### config.mk
export PLATFORM = sky130hd
export DESIGN_NAME = voq_bank
export DESIGN_NICKNAME = d
export VERILOG_FILES = /design/src/rtl/mem_pkg.sv /design/src/rtl/voq_pkg.sv /design/src/rtl/voq_fifo.sv /design/src/rtl/voq_bank.sv
export SDC_FILE = /design/constraint.sdc
export NUM_CORES = 1
export LEC_CHECK = 0
export ABC_AREA = 1
export ABC_CLOCK_PERIOD_IN_PS = 3200
export BUFFER_PORTS_ARGS = -buffer_cell sky130_fd_sc_hd__buf_2
export CORE_MARGIN = 2
export CORE_UTILIZATION = 25
export DETAILED_ROUTE_END_ITERATION = 8
export GPL_TIMING_DRIVEN = 0
export PLACE_DENSITY = 0.46
export SYNTH_ARGS = -nofsm -noshare
export SYNTH_HDL_FRONTEND = slang
export SYNTH_SLANG_ARGS = --single-unit
### constraint.sdc
create_clock -name clk -period 3.2 [get_ports clk]
set_input_delay 0.8 -clock clk [delete_from_list [all_inputs] [get_ports clk]]
set_output_delay 0.8 -clock clk [all_outputs]
set_load 0.01 [all_outputs]
### src/rtl/mem_pkg.sv
// mem_pkg: buffer-memory addressing shared by the queueing blocks
package mem_pkg;
  localparam int ADDR_W = 8;
endpackage

### src/rtl/voq_pkg.sv
// voq_pkg: virtual output queue types, depth and occupancy width
package voq_pkg;
  localparam int VOQ_DEPTH = 4;
  localparam int VOQ_CNT_W = $clog2(VOQ_DEPTH + 1);
  typedef enum logic [1:0] {STATE_EMPTY, STATE_NORMAL, STATE_FULL} voq_state_t;
  typedef struct packed {
    logic [mem_pkg::ADDR_W-1:0] ptr;
    logic                       flood;
  } voq_entry_t;
endpackage

### src/rtl/voq_fifo.sv
// voq_fifo: one pointer queue with EMPTY/NORMAL/FULL FSM, empty bypass and drop flag
module voq_fifo
  import voq_pkg::*;
#(
  parameter int DEPTH = VOQ_DEPTH,
  parameter int CNT_W = VOQ_CNT_W
) (
  input  logic             clk,
  input  logic             rst,
  input  logic             we,
  input  logic             rd,
  input  voq_entry_t       din,
  output voq_entry_t       dout,
  output logic             dout_valid,
  output logic             empty,
  output logic             full,
  output logic             drop,
  output logic [CNT_W-1:0] count
);
  localparam int AW = $clog2(DEPTH);
  voq_state_t state, state_n;
  voq_entry_t mem [DEPTH];
  logic [AW-1:0] wp, rp;
  logic [CNT_W-1:0] cnt_n;
  logic bypass, do_wr, do_rd;
  always_comb begin
    bypass = (state == STATE_EMPTY) && we && rd;
    do_rd = rd && (state != STATE_EMPTY);
    do_wr = we && !bypass && ((state != STATE_FULL) || rd);
    cnt_n = count + CNT_W'(do_wr) - CNT_W'(do_rd);
    state_n = cnt_n == CNT_W'(DEPTH) ? STATE_FULL : cnt_n == '0 ? STATE_EMPTY : STATE_NORMAL;
  end
  always_ff @(posedge clk) begin
    if (rst) begin
      state <= STATE_EMPTY;
      count <= '0;
      wp <= '0;
      rp <= '0;
      dout <= '0;
      dout_valid <= 1'b0;
      drop <= 1'b0;
    end else begin
      state <= state_n;
      count <= cnt_n;
      wp <= wp + AW'(do_wr);
      rp <= rp + AW'(do_rd);
      dout_valid <= bypass || do_rd;
      drop <= we && !rd && (state == STATE_FULL);
      if (bypass) dout <= din;
      else if (do_rd) dout <= mem[rp];
    end
  end
  // when full, the slot being written is the one read this cycle; the read sees the old entry
  always_ff @(posedge clk) begin
    if (do_wr) mem[wp] <= din;
  end
  assign empty = state == STATE_EMPTY;
  assign full = state == STATE_FULL;
endmodule

### src/rtl/voq_bank.sv
// voq_bank: NUM_Q independent pointer queues with masked multicast write.
// VOQ_BANK_STATS_EN adds saturating per-queue drop counters on drop_cnt_o.
module voq_bank
  import voq_pkg::*;
#(
  parameter int NUM_Q = 4,
  parameter int DEPTH = VOQ_DEPTH,
  parameter int ADDR_W = mem_pkg::ADDR_W,
`ifdef VOQ_BANK_STATS_EN
  parameter int STAT_W = 16,
`endif
  localparam int CNT_W = $clog2(DEPTH + 1)
) (
  input  logic                    clk,
  input  logic                    rst,
  input  logic                    wr_valid_i,
  input  logic [NUM_Q-1:0]        wr_mask_i,
  input  logic [ADDR_W-1:0]       ptr_i,
  input  logic                    flood_i,
  input  logic [NUM_Q-1:0]        rd_req_i,
  output logic [NUM_Q*ADDR_W-1:0] ptr_o,
  output logic [NUM_Q-1:0]        flood_o,
  output logic [NUM_Q-1:0]        ptr_valid_o,
  output logic [NUM_Q-1:0]        empty_o,
  output logic [NUM_Q-1:0]        full_o,
  output logic [NUM_Q*CNT_W-1:0]  count_o,
`ifdef VOQ_BANK_STATS_EN
  output logic [NUM_Q*STAT_W-1:0] drop_cnt_o,
`endif
  output logic [NUM_Q-1:0]        drop_o
);
  logic [NUM_Q-1:0] we;
  voq_entry_t din;
  voq_entry_t dout [NUM_Q];
  assign we = {NUM_Q{wr_valid_i}} & wr_mask_i;
  assign din = '{ptr: ptr_i, flood: flood_i};
  for (genvar i = 0; i < NUM_Q; i++) begin : g_q
    logic [CNT_W-1:0] cnt;
    voq_fifo #(.DEPTH(DEPTH), .CNT_W(CNT_W)) u_fifo (
      .clk(clk), .rst(rst), .we(we[i]), .rd(rd_req_i[i]), .din(din),
      .dout(dout[i]), .dout_valid(ptr_valid_o[i]), .empty(empty_o[i]),
      .full(full_o[i]), .drop(drop_o[i]), .count(cnt)
    );
    assign ptr_o[i*ADDR_W +: ADDR_W] = dout[i].ptr;
    assign flood_o[i] = dout[i].flood;
    assign count_o[i*CNT_W +: CNT_W] = cnt;
`ifdef VOQ_BANK_STATS_EN
    logic [STAT_W-1:0] drop_cnt;
    always_ff @(posedge clk) begin
      if (rst) drop_cnt <= '0;
      else if (drop_o[i] && !(&drop_cnt)) drop_cnt <= drop_cnt + 1'b1;
    end
    assign drop_cnt_o[i*STAT_W +: STAT_W] = drop_cnt;
`endif
  end
endmodule

Word level (Yosys, flattened, before mapping):

Memory sizes are Yosys's and may differ from the RTL's. A register that Yosys moved wholly into a read port is not among the register bits.
Cells that the tools add are included.

* latch bits: 0
* output and inout port bits: 64
* bits in read-only memories: 0
* word-level logic and storage cells: 161
* input bits: 20
* bits in writable memories: 144
* memories: 4
* register bits after elaboration: 80

Memories
* g_q[0].u_fifo.mem: words 4, bits a word 9, rd ports 1, clocked after Yosys merged registers in 1, write ports 1, RTL line voq_fifo.sv:22 `voq_entry_t mem [DEPTH];`
* g_q[1].u_fifo.mem: words 4, bits a word 9, rd ports 1, clocked after Yosys merged registers in 1, write ports 1, RTL line voq_fifo.sv:22
* g_q[2].u_fifo.mem: words 4, bits a word 9, rd ports 1, clocked after Yosys merged registers in 1, write ports 1, RTL line voq_fifo.sv:22
* g_q[3].u_fifo.mem: words 4, bits a word 9, rd ports 1, clocked after Yosys merged registers in 1, write ports 1, RTL line voq_fifo.sv:22

* equality and inequality tests: 12
* multiplexer cells: 28
* shifts and indexed selects: 0
* div/mod/pow operators: 0
* reductions and logical operators: 64
* add/subtract/negate cells: 16
* bitwise operators: 1
* $lt $le $gt $ge: 0
* $mul: 0

Operators with widths (number)
* $mux W9: 8
* $logic_and A1 B1 Y1: 28
* $add A2 B1 Y2: 8
* $mux W2: 8
* $reduce_bool A2 Y1: 8
* $add A3 B1 Y3: 4
* $eq A3 B3 Y1 const B: 4
* $logic_not A3 Y1: 4
* $mux W1: 12
* $sub A3 B1 Y3: 4
* $eq A2 B2 Y1 const B: 4
* $logic_not A1 Y1: 8
* $logic_not A2 Y1: 4
* $logic_or A1 B1 Y1: 8
* $ne A2 B2 Y1 const B: 4
* $reduce_or A2 Y1: 4
* $and A4 B4 Y4: 1

Depth between registers and ports, before layout:

Gate-level depths: netlist of the first run.

* depth after elaboration: 11
* mapped depth: 13

Cells and area by module:

From an unflattened synthesis of the first run, not the netlist that was laid out.

* cell total of the unflattened synthesis: 976
* area total of the unflattened synthesis: 9859.5 um^2

Modules (own cells, without submodules)
* voq_fifo: seq. area each 1481.4 um^2, times used 4, cells each 242, area each 2457.4 um^2
* voq_bank: seq. area each 0.0 um^2, times used 1, cells each 8, area each 30.0 um^2

Worst setup path after synthesis of the first run:

OpenSTA, ideal clock, no wires.

* kind: input to register
* start: input port rd_req_i[1]
* end: register g_q[1].u_fifo.state[1]
* arrival: 2.478 ns
* data required time: 3.135 ns
* slack: 0.657 ns
* path buffers: 1
* cell stages on the path: 11
* cells stage by stage: nand2_1 buf_2 inv_1 ha_1 inv_1 ha_1 fa_1 xor2_1 xor2_1 nand2_1 nor2_1

* longest elaborated chain between the ends: 8

RTL lines
* start, declared: RTL line voq_bank.sv:20 `input logic [NUM_Q-1:0] rd_req_i,`
* $logic_and A1 B1 Y1: RTL line voq_fifo.sv:27 `bypass = (state == STATE_EMPTY) && we && rd;`
* $logic_not A1 Y1: RTL line voq_fifo.sv:29 `do_wr = we && !bypass && ((state != STATE_FULL) || rd);`
* $logic_and A1 B1 Y1 (2 in a row): RTL line voq_fifo.sv:29
* $add A3 B1 Y3: RTL line voq_fifo.sv:30 `cnt_n = count + CNT_W'(do_wr) - CNT_W'(do_rd);`
* $sub A3 B1 Y3 (*): RTL line voq_fifo.sv:30
* $eq A3 B3 Y1 (*): RTL line voq_fifo.sv:31 `state_n = cnt_n == CNT_W'(DEPTH) ? STATE_FULL : cnt_n == '0 ? STATE_EMPTY : STATE_NORMAL;`
* $mux W2 (*): RTL line voq_fifo.sv:31
* end signal, assigned: RTL line voq_fifo.sv:43 `state <= state_n;`
* end, declared: RTL line voq_fifo.sv:21 `voq_state_t state, state_n;`

Every way passes the cells marked *; elsewhere a longest branch is shown, timed or not.
A chain may end at the register's enable or synchronous reset.

Worst setup path after layout of the first run:

* start: input port wr_valid_i
* end: memory g_q[2].u_fifo.mem[0][8] in the netlist's numbering (enable)

* longest elaborated chain between the ends: 8

RTL lines
* start, declared: RTL line voq_bank.sv:16 `input logic wr_valid_i,`
* $and A4 B4 Y4 (*): RTL line voq_bank.sv:35 `assign we = {NUM_Q{wr_valid_i}} & wr_mask_i;`
* $logic_and A1 B1 Y1 (2 in a row): RTL line voq_fifo.sv:27
* $logic_not A1 Y1: RTL line voq_fifo.sv:29
* $logic_and A1 B1 Y1 (*) (2 in a row): RTL line voq_fifo.sv:29
* $mux W1 (*): RTL line voq_fifo.sv:55 `if (do_wr) mem[wp] <= din;`
* $mux W1 (implied by the code) (*): RTL line voq_fifo.sv:55
* end, declared: RTL line voq_fifo.sv:22

Marked as above.

==> summary.md, run 1 <==
| Metric | Value |
|---|---|
| Most numerous cell in the Yosys netlist | nand2_1 |
| Yosys cell types | 29 |
| Final instance area | ~0.011 sq mm |
| Met2 usage | 0.218 |
| Synth area leader | edfxtp_1 |
| Clock latency on the worst-skew pair | between 0.5 and 0.6 ns |
| Top-area cell type share of the netlist area | 0.461 |
| Worst Path Max Fanout | 10 |
| Post-synthesis simple-gate area fraction | 0.218 |
| HPWL after DPL | 17,400 um |
| Area of the multi-input gates | 0.00281 sq mm |
| Run status | complete, no violations |
| Initial antenna violation count | 0 |
| Mapped Nets | a little under 1,000 |
| Power Dens Cells | 785 mW/mm^2 |
| Finished Layout Cells | 1,556 |
| Ports | 84 |
| Max_cap viols | 0 |
| CTS tree | built |
| Total track usage | 0.132 |
| Top cells by count, synth | 292 x nand2_1, 144 x edfxtp_1, 91 x nor2_1 |
| Cts repair resizes | 0 |
| Row count | 70 |
| Nets | 1,108 |
| Largest family of logic cells by synthesized area | simple AND/OR/NAND/NOR gates |
| Die area | around 0.039 sq mm |
| Pre-CTS WS | -0.113 ns |
| Slew Viols, Final | 0 |
| Area contributors post-synth | edfxtp_1 46%, dfxtp_1 17%, nand2_1 12% |
| Seq pwr share | 0.401 |
| CTS Buf Count | 27 |
| CTS Hold Bufs | 0 |
| Final WS setup | 0.473 ns |
| Dpl cells | about 1,500 |
| First-pass GRT wire length | about 39,000 um |
| HP Class | flop to flop |
| Fin crit period | between 2 and 3 ns |
| P_leak | 4.94 nW |
| Register area share after synthesis | 0.632 |
| Area growth syn-to-layout | 20.4% |
| Yosys warns | 0 |
| Peak Freq | between 0.3 and 0.4 GHz |
| CP Data Arrival Time | 2.85 ns |
| Logic pwr share | 0.266 |
| Post-CTS Setup Inserts | 0 |
| Worst path cell trace | buf_2, nand2_1, inv_2, nand3_2, buf_6, buf_8, nand3_1, nor3_1 |
| Fin Hold WS | 0.450 ns |
| Peak-usage layer in the global routing report | met2 |
| Compound-Gate Fraction of Synth Area | 0.0340 |
| Root Buffer | clkbuf_16 |
| Number of global-route vias before repair | 6,456 |
| CP bufs+invs | 4 |
| Htree depth | 1 |
| Post-synthesis adder-cell area fraction | 0.0299 |
| FF/Latch Area | 0.00593 sq mm |
| Internal | roughly 6 mW |
| Port bufs | 82 |
| Largest net degree at the start of global routing | 19 |
| Setup CP Type | input port to flop |
| Placement Cell Area | 0.0104 sq mm |
| Setup Viol. Count Final | 0 |
| Clk slew on worst S/H paths | 0.06 ns |
| CP max stage cell | nor3_1 |
| Startpoint Class | input port |
| Xor/xnor cell area share of the yosys netlist | 0.0149 |
| Top delay family on crit path | simple AND/OR/NAND/NOR gates |
| Final clock skew | about 0.0096 ns |
| ANT cells | 0 |
| Routed Wire Length | 25,600 um |
| Die height | between 150 and 200 um |
| Worst Tran Pin Value | around 1.4 ns |
| GR Util met1 | 0.181 |
| Die X | roughly 200 um |
| Gate count after technology mapping | 954 |
| Initial Utilization | 0.255 |
| Worst path required time | between 3 and 4 ns |
| Layout cells sized above 1 | 0.173 |
| Fin crit share | 0.852 |
| GRT met3 Usage | 0.0210 |
| DRC Markers | 0 |
| Synth Area per Inst | 9.83 sq um |
| Switching power | 2.81 mW |
| DRT antenna net count | 0 |
| Setup crit end kind | flop |
| RSZ-0062 raised after global routing | false |
| Sw Share | 0.317 |
| Clk sinks | 224 |
| Seq cells post-synth | around 220 |
| Via/cell ratio | 4.23 |
| Final hold viol count | 0 |
| Slew HR | 0.0770 |
| Proportion of power drawn by the clock network | 0.333 |
| Initial DRC Count | about 350 |
| Peak supply drop | 387 uV |
| Total gr overflow | 0 |
| Wirelength per Cell | ~16 um |
| Critical path's largest stage delay | 1.11 ns |
| Clk buf depth | 3 |
| Mux contribution to synthesized area | 0 |
| Main flop type after synthesis | edfxtp_1 |
| Detailed-route via count | around 6,600 |
| Synth Cell Area | 0.00938 sq mm |
| Number of synthesized flops with an enable pin | 144 |
| Layout fillers | 3,868 |
| Core area | 0.0368 sq mm |
| DR pass1 iterations | 5 |
| Fraction of registers with async set/reset | 0 |
| Routability cong. | about 0.78 |
## power by group through the flow
stage	registers, mW	clock network [mW]	logic (mW)
floorplan	3.67	0	1.53
global placement	3.61	0	2.37
detailed placement	3.61	0	2.38
CTS	3.55	3.03	2.39
global route	3.59	3.14	2.71
finish	3.55	2.95	2.36
## state kept, by name, indices dropped and copies added, names as in the netlist
signal,flops
g_q.u_fifo.mem,144
g_q.u_fifo.rp,8
g_q.u_fifo.count,12
g_q.u_fifo.dout_valid,4
g_q.u_fifo.state,8
g_q.u_fifo.dout,36
g_q.u_fifo.wp,8
g_q.u_fifo.drop,4
## cell type report
| type | count | share of cell area |
|---|---|---|
| flip-flops and latches | 224 | 0.525 |
| multi-input cells | 587 | 0.249 |
| clock buffers | 43 | 0.0751 |
| well taps | 468 | 0.0519 |
| repair buffers | 85 | 0.0377 |
| inverters | 91 | 0.0302 |
| plain buffers | 52 | 0.0294 |
| clock inverters | 6 | 0.00233 |
## metrics by stage
step	TNS [ns]	power (mW)	utilization
5_1_grt	0	9.44	0.307
4_1_cts	0	8.98	0.306
2_1_floorplan	0	5.20	-
3_5_place_dp	-1.47	5.99	0.282
3_3_place_gp	-2.09	5.98	0.282
6_report	0	8.86	0.307
## path summary, 6_finish.rpt
path,startpoint,end,slack (ns),depth (start not counted)
max reg2reg,g_q[2].u_fifo.state[1],g_q[2].u_fifo.mem[0][8],0.56,6
min reg2reg,g_q[3].u_fifo.dout[4],g_q[3].u_fifo.dout[4],0.45,2
min,g_q[3].u_fifo.dout[4],g_q[3].u_fifo.dout[4],0.45,2
max,wr_valid_i,g_q[2].u_fifo.mem[0][8],0.47,8
## worst min-delay path: cells and delay by family (launching register included)
kind,cells,cell delay (ns)
flops,1,0.30
simple gates,2,0.10
## logic make-up (layout without fill, tap and decap cells)
kind of cell / Yosys count / in the layout
AND/OR/NAND/NOR: 491 / 491
AO/OA/AOI/OAI: 60 / 60
flip-flops: 224 / 224
adder cells (fa/ha/maj): 20 / 20
buffers and inverters: 143 / 277
XOR/XNOR: 16 / 16
## cell usage in the layout (no fill, tap or decap), drive strengths merged
| cell type | synthesis | layout |
|---|---|---|
| nand2 | 297 | 297 |
| edfxtp | 144 | 144 |
| buf | 46 | 131 |
| nor2 | 94 | 94 |
| inv | 86 | 86 |
| dfxtp | 80 | 80 |
| nand3 | 62 | 62 |
| clkbuf | 6 | 49 |
| a21oi | 29 | 29 |
| o21ai | 25 | 25 |
| nor3 | 20 | 20 |
| nand3b | 18 | 18 |
| ha | 16 | 16 |
| clkinv | 5 | 11 |
| xnor2 | 8 | 8 |
| xor2 | 8 | 8 |
| o211ai | 6 | 6 |
| fa | 4 | 4 |
## metal layers
metal	routed length [um]	part of all wire
met4	594	0.023
met2	11700	0.46
met3	1120	0.044
met1	12200	0.48
met5	0	0
No activity file was read; power rests on OpenSTA's default activity.
==> run 2: changes to the inputs <==
- GPL_TIMING_DRIVEN: 0 -> 1
==> run 2 against run 1 <==
  * Final cell count down 1.3%
  * Power fell by 0.89%
  * Largest power group unchanged
  * Critical endpoint is now g_q[3].u_fifo.state[1]
  * Clock skew decreased by 0.0026 ns
  * Via count decreased by 1.4%
==> summary.md, run 2 (synthesis gave the netlist of run 1 again) <==
| Metric | Value |
|---|---|
| Run status | complete, no violations |
| Max_cap viols | 0 |
| Routed Wire Length | roughly 25,000 um |
| Die height | 198 um |
| Largest net degree at the start of global routing | 30 |
| Startpoint Class | flop |
| Final clock skew | ~0.0070 ns |
| Fin crit share | 0.710 |
| Wirelength per Cell | 16.0 um |
| Pre-CTS WS | 0.453 ns |
| Clk buf depth | 3 |
| Dpl cells | 1,486 |
| Final WS setup | roughly 0.9 ns |
| HPWL after DPL | 16,100 um |
| P_leak | 4.86 nW |
| Most common cell after layout, fill and taps aside | nand2_1 |
| First-pass GRT wire length | 38,200 um |
| HP Class | flop to flop |
| Logic pwr share | 0.255 |
| Root Buffer | clkbuf_16 |
| Fin crit period | 2.27 ns |
| Nets | 1,087 |
| Core area | around 0.037 sq mm |
| Internal | 5.96 mW |
| Post-CTS Setup Inserts | 0 |
| Power Dens Cells | 787 mW/mm^2 |
| Initial Utilization | 0.255 |
| RSZ-0062 raised after global routing | false |
| Final hold viol count | 0 |
| Max FFs per register | 144 |
| Worst path required time | 3.67 ns |
| Setup CP Type | flop to flop |
| CTS Hold Bufs | 0 |
| Worst Tran Pin Value | 0.537 ns |
| Slew Viols, Final | 0 |
| Setup crit end kind | flop |
| Die X | 198 um |
| Switching power | 2.83 mW |
| Commonest cells after routing, fill and taps aside | 292 x nand2_1, 144 x edfxtp_1, 91 x nor2_1 |
| Seq pwr share | 0.408 |
| Routability cong. | 0.739 |
| Initial DRC Count | 348 |
| Fin Setup TNS | 0 ns |
| DRT antenna net count | 0 |
| Proportion of power drawn by the clock network | 0.337 |
| Peak Freq | 0.440 GHz |
| Total gr overflow | 0 |
| Slew HR | 0.642 |
| Sw Share | 0.322 |
| Total track usage | 0.128 |
| CTS tree | built |
| Clk sinks | 224 |
| Row count | 70 |
| Clock latency on the worst-skew pair | 0.53 ns |
| Cts repair resizes | 0 |
| Layout cells sized above 1 | 0.162 |
| Setup Viol. Count Final | 0 |
| Peak supply drop | about 480 uV |
| Number of global-route vias before repair | between 6,000 and 7,000 |
| Detailed-route via count | 6,499 |
| DRC Markers | 0 |
| Finished Layout Cells | between 1,500 and 2,000 |
| CTS Buf Count | 27 |
| Worst Path Max Fanout | 7 |
| Port bufs | 83 |
| Clk slew on worst S/H paths | 0.06 ns |
| Die area | 0.0391 sq mm |
| Area growth syn-to-layout | 18.9% |
| Htree depth | 1 |
| Via/cell ratio | about 4.2 |
| Initial antenna violation count | 0 |
| Biggest register | g_q.u_fifo.mem |
| Top flop regs | g_q.u_fifo.mem (144), g_q.u_fifo.dout (36), g_q.u_fifo.count (12) |
| CP Data Arrival Time | 2.74 ns |
| Ports | 84 |
| DR pass1 iterations | 4 |
==> run 2: cell count changes in the layout (fill, tap and decap cells not counted), moves of 3 or more <==
cell	delta
buf_1	-4
buf_6	-3
nor3_2	-5
buf_4	+11
nor3_1	+5
clkbuf_8	-4
clkbuf_1	-7
clkinv_2	+4
buf_2	-18
==> run 2: per-layer routing <==
layer,share of wire,GRT usage,wire (um)
met1,0.48,0.181,11800
met2,0.45,0.208,11100
met3,0.050,0.0216,1220
met4,0.018,0.0270,431
met5,0,0,0
==> run 2: final cells by class <==
class / instances / area (sq um)
inverter: 91 / 342
clock inverter: 13 / 115
fill: 3894 / 25600
multi-input combinational: 587 / 2780
antenna: 1 / 2.50
sequential: 224 / 5930
clock buffer: 36 / 739
tap: 468 / 586
timing repair buffer: 116 / 663
==> run 2: critical path, stage by stage, from the launching register on <==
cell     delay, ns
dfxtp_1       0.32
nor2_2        0.17
inv_2         0.13
nand2_1       0.13
inv_1         0.07
ha_1          0.26
inv_1         0.04
ha_1          0.19
fa_1          0.38
xor2_1        0.18
xor2_1        0.19
nand2_1       0.07
nor2_1        0.08
==> run 2: final timing paths <==
| check | slack [ns] | to | startpoint | cells past startpoint |
|---|---|---|---|---|
| setup / recovery | 0.93 | g_q[3].u_fifo.state[1] | g_q[3].u_fifo.state[0] | 12 |
| hold / removal | 0.44 | g_q[3].u_fifo.dout[7] | g_q[3].u_fifo.dout[7] | 2 |
| setup reg to reg | 0.93 | g_q[3].u_fifo.state[1] | g_q[3].u_fifo.state[0] | 12 |
| hold reg to reg | 0.44 | g_q[3].u_fifo.dout[7] | g_q[3].u_fifo.dout[7] | 2 |
==> run 2: through the flow <==
step	area [sq um]	hold WS, ns	util	power [mW]
after global placement	10300	0.439	0.280	5.91
final	11200	0.444	0.303	8.78
after CTS	11200	0.448	0.303	8.90
after global routing	11200	0.457	0.303	9.38
after floorplan	9380	0.474	-	5.20
after detailed placement	10300	0.435	0.280	5.91
==> run 2: power groups by stage <==
stage	clock [mW]	combinational, mW	sequential, mW
5_1_grt	3.15	2.60	3.62
3_5_place_dp	0	2.27	3.64
4_1_cts	3.03	2.28	3.59
2_1_floorplan	0	1.53	3.67
3_3_place_gp	0	2.26	3.64
6_report	2.96	2.24	3.58
==> run 3: changes to the inputs <==
- ABC_AREA: 1 -> 0
- ABC_CLOCK_PERIOD_IN_PS: 3200 -> 2300
- clock period: 3.2 -> 2.3 ns (I/O delays scaled with it)
==> run 3 against run 2 <==
  * Wire length fell by 13%
  * Worst hold slack worse by 0.10 ns
  * Final cell count down 21%
  * Synthesized cell count down 36%
  * Power rose by 34%
  * Critical path depth decreased by 3
  * Die area is 2.2% lower
  * Sequential share of layout area rose by 0.54 points
  * First-iteration DRC count fell by 7.5%
  * Largest cell class unchanged
  * Largest power group unchanged
==> summary.md, run 3 <==
| Metric | Value |
|---|---|
| Nets | 762 |
| Register area share after synthesis | 0.646 |
| Setup CP Type | flop to flop |
| Biggest register | g_q.u_fifo.mem |
| Max_cap viols | 0 |
| Seq cells post-synth | 224 |
| Peak supply drop | 379 uV |
| Port bufs | 83 |
| Clk buf depth | 3 |
| Setup crit end kind | flop |
| Clk slew on worst S/H paths | 0.06 ns |
| Run status | complete, no violations |
| Row count | 70 |
| Die area | 0.0382 sq mm |
| Initial Utilization | 0.252 |
| CTS tree | built |
| First-pass GRT wire length | roughly 33,000 um |
| Peak Freq | 0.479 GHz |
| DRC Markers | 0 |
| Area contributors post-synth | edfxtp_1 47%, dfxtp_1 17%, mux4_2 8.8% |
| P_leak | about 4.0 nW |
| Area growth syn-to-layout | 20.4% |
| Via/cell ratio | 4.37 |
| Total track usage | 0.113 |
| Pre-CTS WS | -0.0432 ns |
| Fin Setup TNS | 0 ns |
| DRT antenna net count | 0 |
| Top-area cell type share of the netlist area | 0.471 |
| Fin crit period | around 2.1 ns |
| Worst path required time | 2.70 ns |
| Initial antenna violation count | 1 |
| Die height | just under 200 um |
| HP Class | input port to flop |
| Fin Hold WS | 0.343 ns |
| Main flop type after synthesis | edfxtp_1 |
| Final clock skew | 0.00802 ns |
| Yosys warns | 0 |
| CP bufs+invs | 1 |
| Final hold viol count | 0 |
| Routed Wire Length | between 20,000 and 25,000 um |
| Routability cong. | slightly above 0.7 |
| Mapped Nets | 654 |
| ANT cells | 0 |
| Top flop regs | g_q.u_fifo.mem (144), g_q.u_fifo.dout (36), g_q.u_fifo.count (12) |
| Post-CTS Setup Inserts | 0 |
| Max FFs per register | approximately 140 |
| Slew HR | 0.635 |
| Final WS setup | 0.214 ns |
| CP max stage cell | fa_1 |
| DR pass1 iterations | 5 |
| Top cells by count, synth | 144 x edfxtp_1, 80 x dfxtp_1, 69 x nor2_1 |
| Most common cell after layout, fill and taps aside | edfxtp_1 |
| Wirelength per Cell | 17.8 um |
| Fin crit share | 0.907 |
| RSZ-0062 raised after global routing | false |
| Largest net degree at the start of global routing | 35 |
| Gate count after technology mapping | between 600 and 700 |
| Worst path cell trace | nor2_1, nor2_1, ha_1, inv_1, ha_1, fa_1, xnor2_1, xnor2_1, nor4_1 |
| Yosys cell types | 41 |
| Clk sinks | 224 |
| Worst Tran Pin Value | 0.546 ns |
| Layout cells sized above 1 | 0.326 |
| Synth Area per Inst | between 10 and 15 sq um |
| Core area | 0.0363 sq mm |
| Power Dens Cells | 1070 mW/mm^2 |
| Most numerous cell in the Yosys netlist | edfxtp_1 |
| CP Data Arrival Time | approximately 2.5 ns |
| Setup Viol. Count Final | 0 |
| Die X | 196 um |
| Number of synthesized flops with an enable pin | 144 |
| Detailed-route via count | 5,278 |
| Root Buffer | clkbuf_16 |
| Startpoint Class | flop |
| Fraction of registers with async set/reset | 0 |
| FF/Latch Area | 0.00593 sq mm |
| Commonest cells after routing, fill and taps aside | 144 x edfxtp_1, 82 x buf_2, 80 x dfxtp_1 |
| Total gr overflow | 0 |
| Synth Cell Area | ~0.009 sq mm |
| Htree depth | 1 |
| Number of global-route vias before repair | 5,518 |
| CTS Hold Bufs | 0 |
| CTS Buf Count | 25 |
| Ports | 84 |
| Synth area leader | edfxtp_1 |
| Layout fillers | about 3,600 |
| Worst Path Max Fanout | 6 |
| Slew Viols, Final | 0 |
| Clock latency on the worst-skew pair | 0.51 ns |
| Cts repair resizes | 0 |
| Top delay family on crit path | adder cells |
| Area of the multi-input gates | 0.00280 sq mm |
| HPWL after DPL | 14,000 um |
| Critical path's largest stage delay | 0.38 ns |
| Initial DRC Count | 322 |
-- run 3: layout make-up --
cell class	instances	share of cell area
clock buffer	37	0.0671
clock inverter	8	0.00884
inverter	34	0.0116
multi-input combinational	307	0.253
sequential	224	0.537
tap	468	0.0530
timing repair buffer	130	0.0698
-- run 3: metal layers --
| metal | GRT usage | vias to the layer above | routed length, um |
|---|---|---|---|
| li1 | - | 2506 | - |
| met1 | 0.148 | 2625 | 9660 |
| met2 | 0.190 | 109 | 10300 |
| met3 | 0.0185 | 36 | 985 |
| met4 | 0.0373 | 2 | 546 |
| met5 | 0 | - | 16 |
-- run 3: where the power goes --
group          internal [mW]  switching, mW  total (mW)  leakage (nW)
clock                   2.45           1.57        4.02         0.407
combinational           1.30           1.52        2.82          1.60
sequential              4.69          0.276        4.97          1.96
-- run 3: stage by stage --
stage	instances	instance area (sq um)	util	power (mW)
after floorplan	614	9180	-	7.09
final	1208	11000	0.304	11.8
after global placement	1163	10200	0.281	7.92
after global routing	1208	11000	0.304	12.5
after detailed placement	1163	10200	0.281	7.93
after CTS	1208	11000	0.304	12.0
-- run 3: kinds of logic after synthesis --
family,count (synthesis),synth area share
adders and majority gates,20,0.0306
DFF,224,0.646
muxes,36,0.0884
AOI/OAI and AO/OA,90,0.0857
xor gates and xnor gates,20,0.0191
and+or+nand+nor,141,0.0806
buffers and inverters,83,0.0495
-- run 3: worst register-to-register path, delay by kind of cell (launching register included) --
family	cells	cell delay (ns)
xor gates and xnor gates	2	0.29
adders and majority gates	3	0.84
DFF	1	0.36
buffers and inverters	1	0.04
and+or+nand+nor	3	0.46
-- run 3: path summary, 6_finish.rpt --
kind,start,to,slack (ns),cells after the start
worst max-delay path,g_q[2].u_fifo.state[0],g_q[2].u_fifo.state[1],0.21,9
worst min-delay path,wr_mask_i[0],g_q[0].u_fifo.drop,0.34,3
worst max register to register,g_q[2].u_fifo.state[0],g_q[2].u_fifo.state[1],0.21,9
worst min register to register,g_q[3].u_fifo.dout[8],g_q[3].u_fifo.dout[8],0.45,2
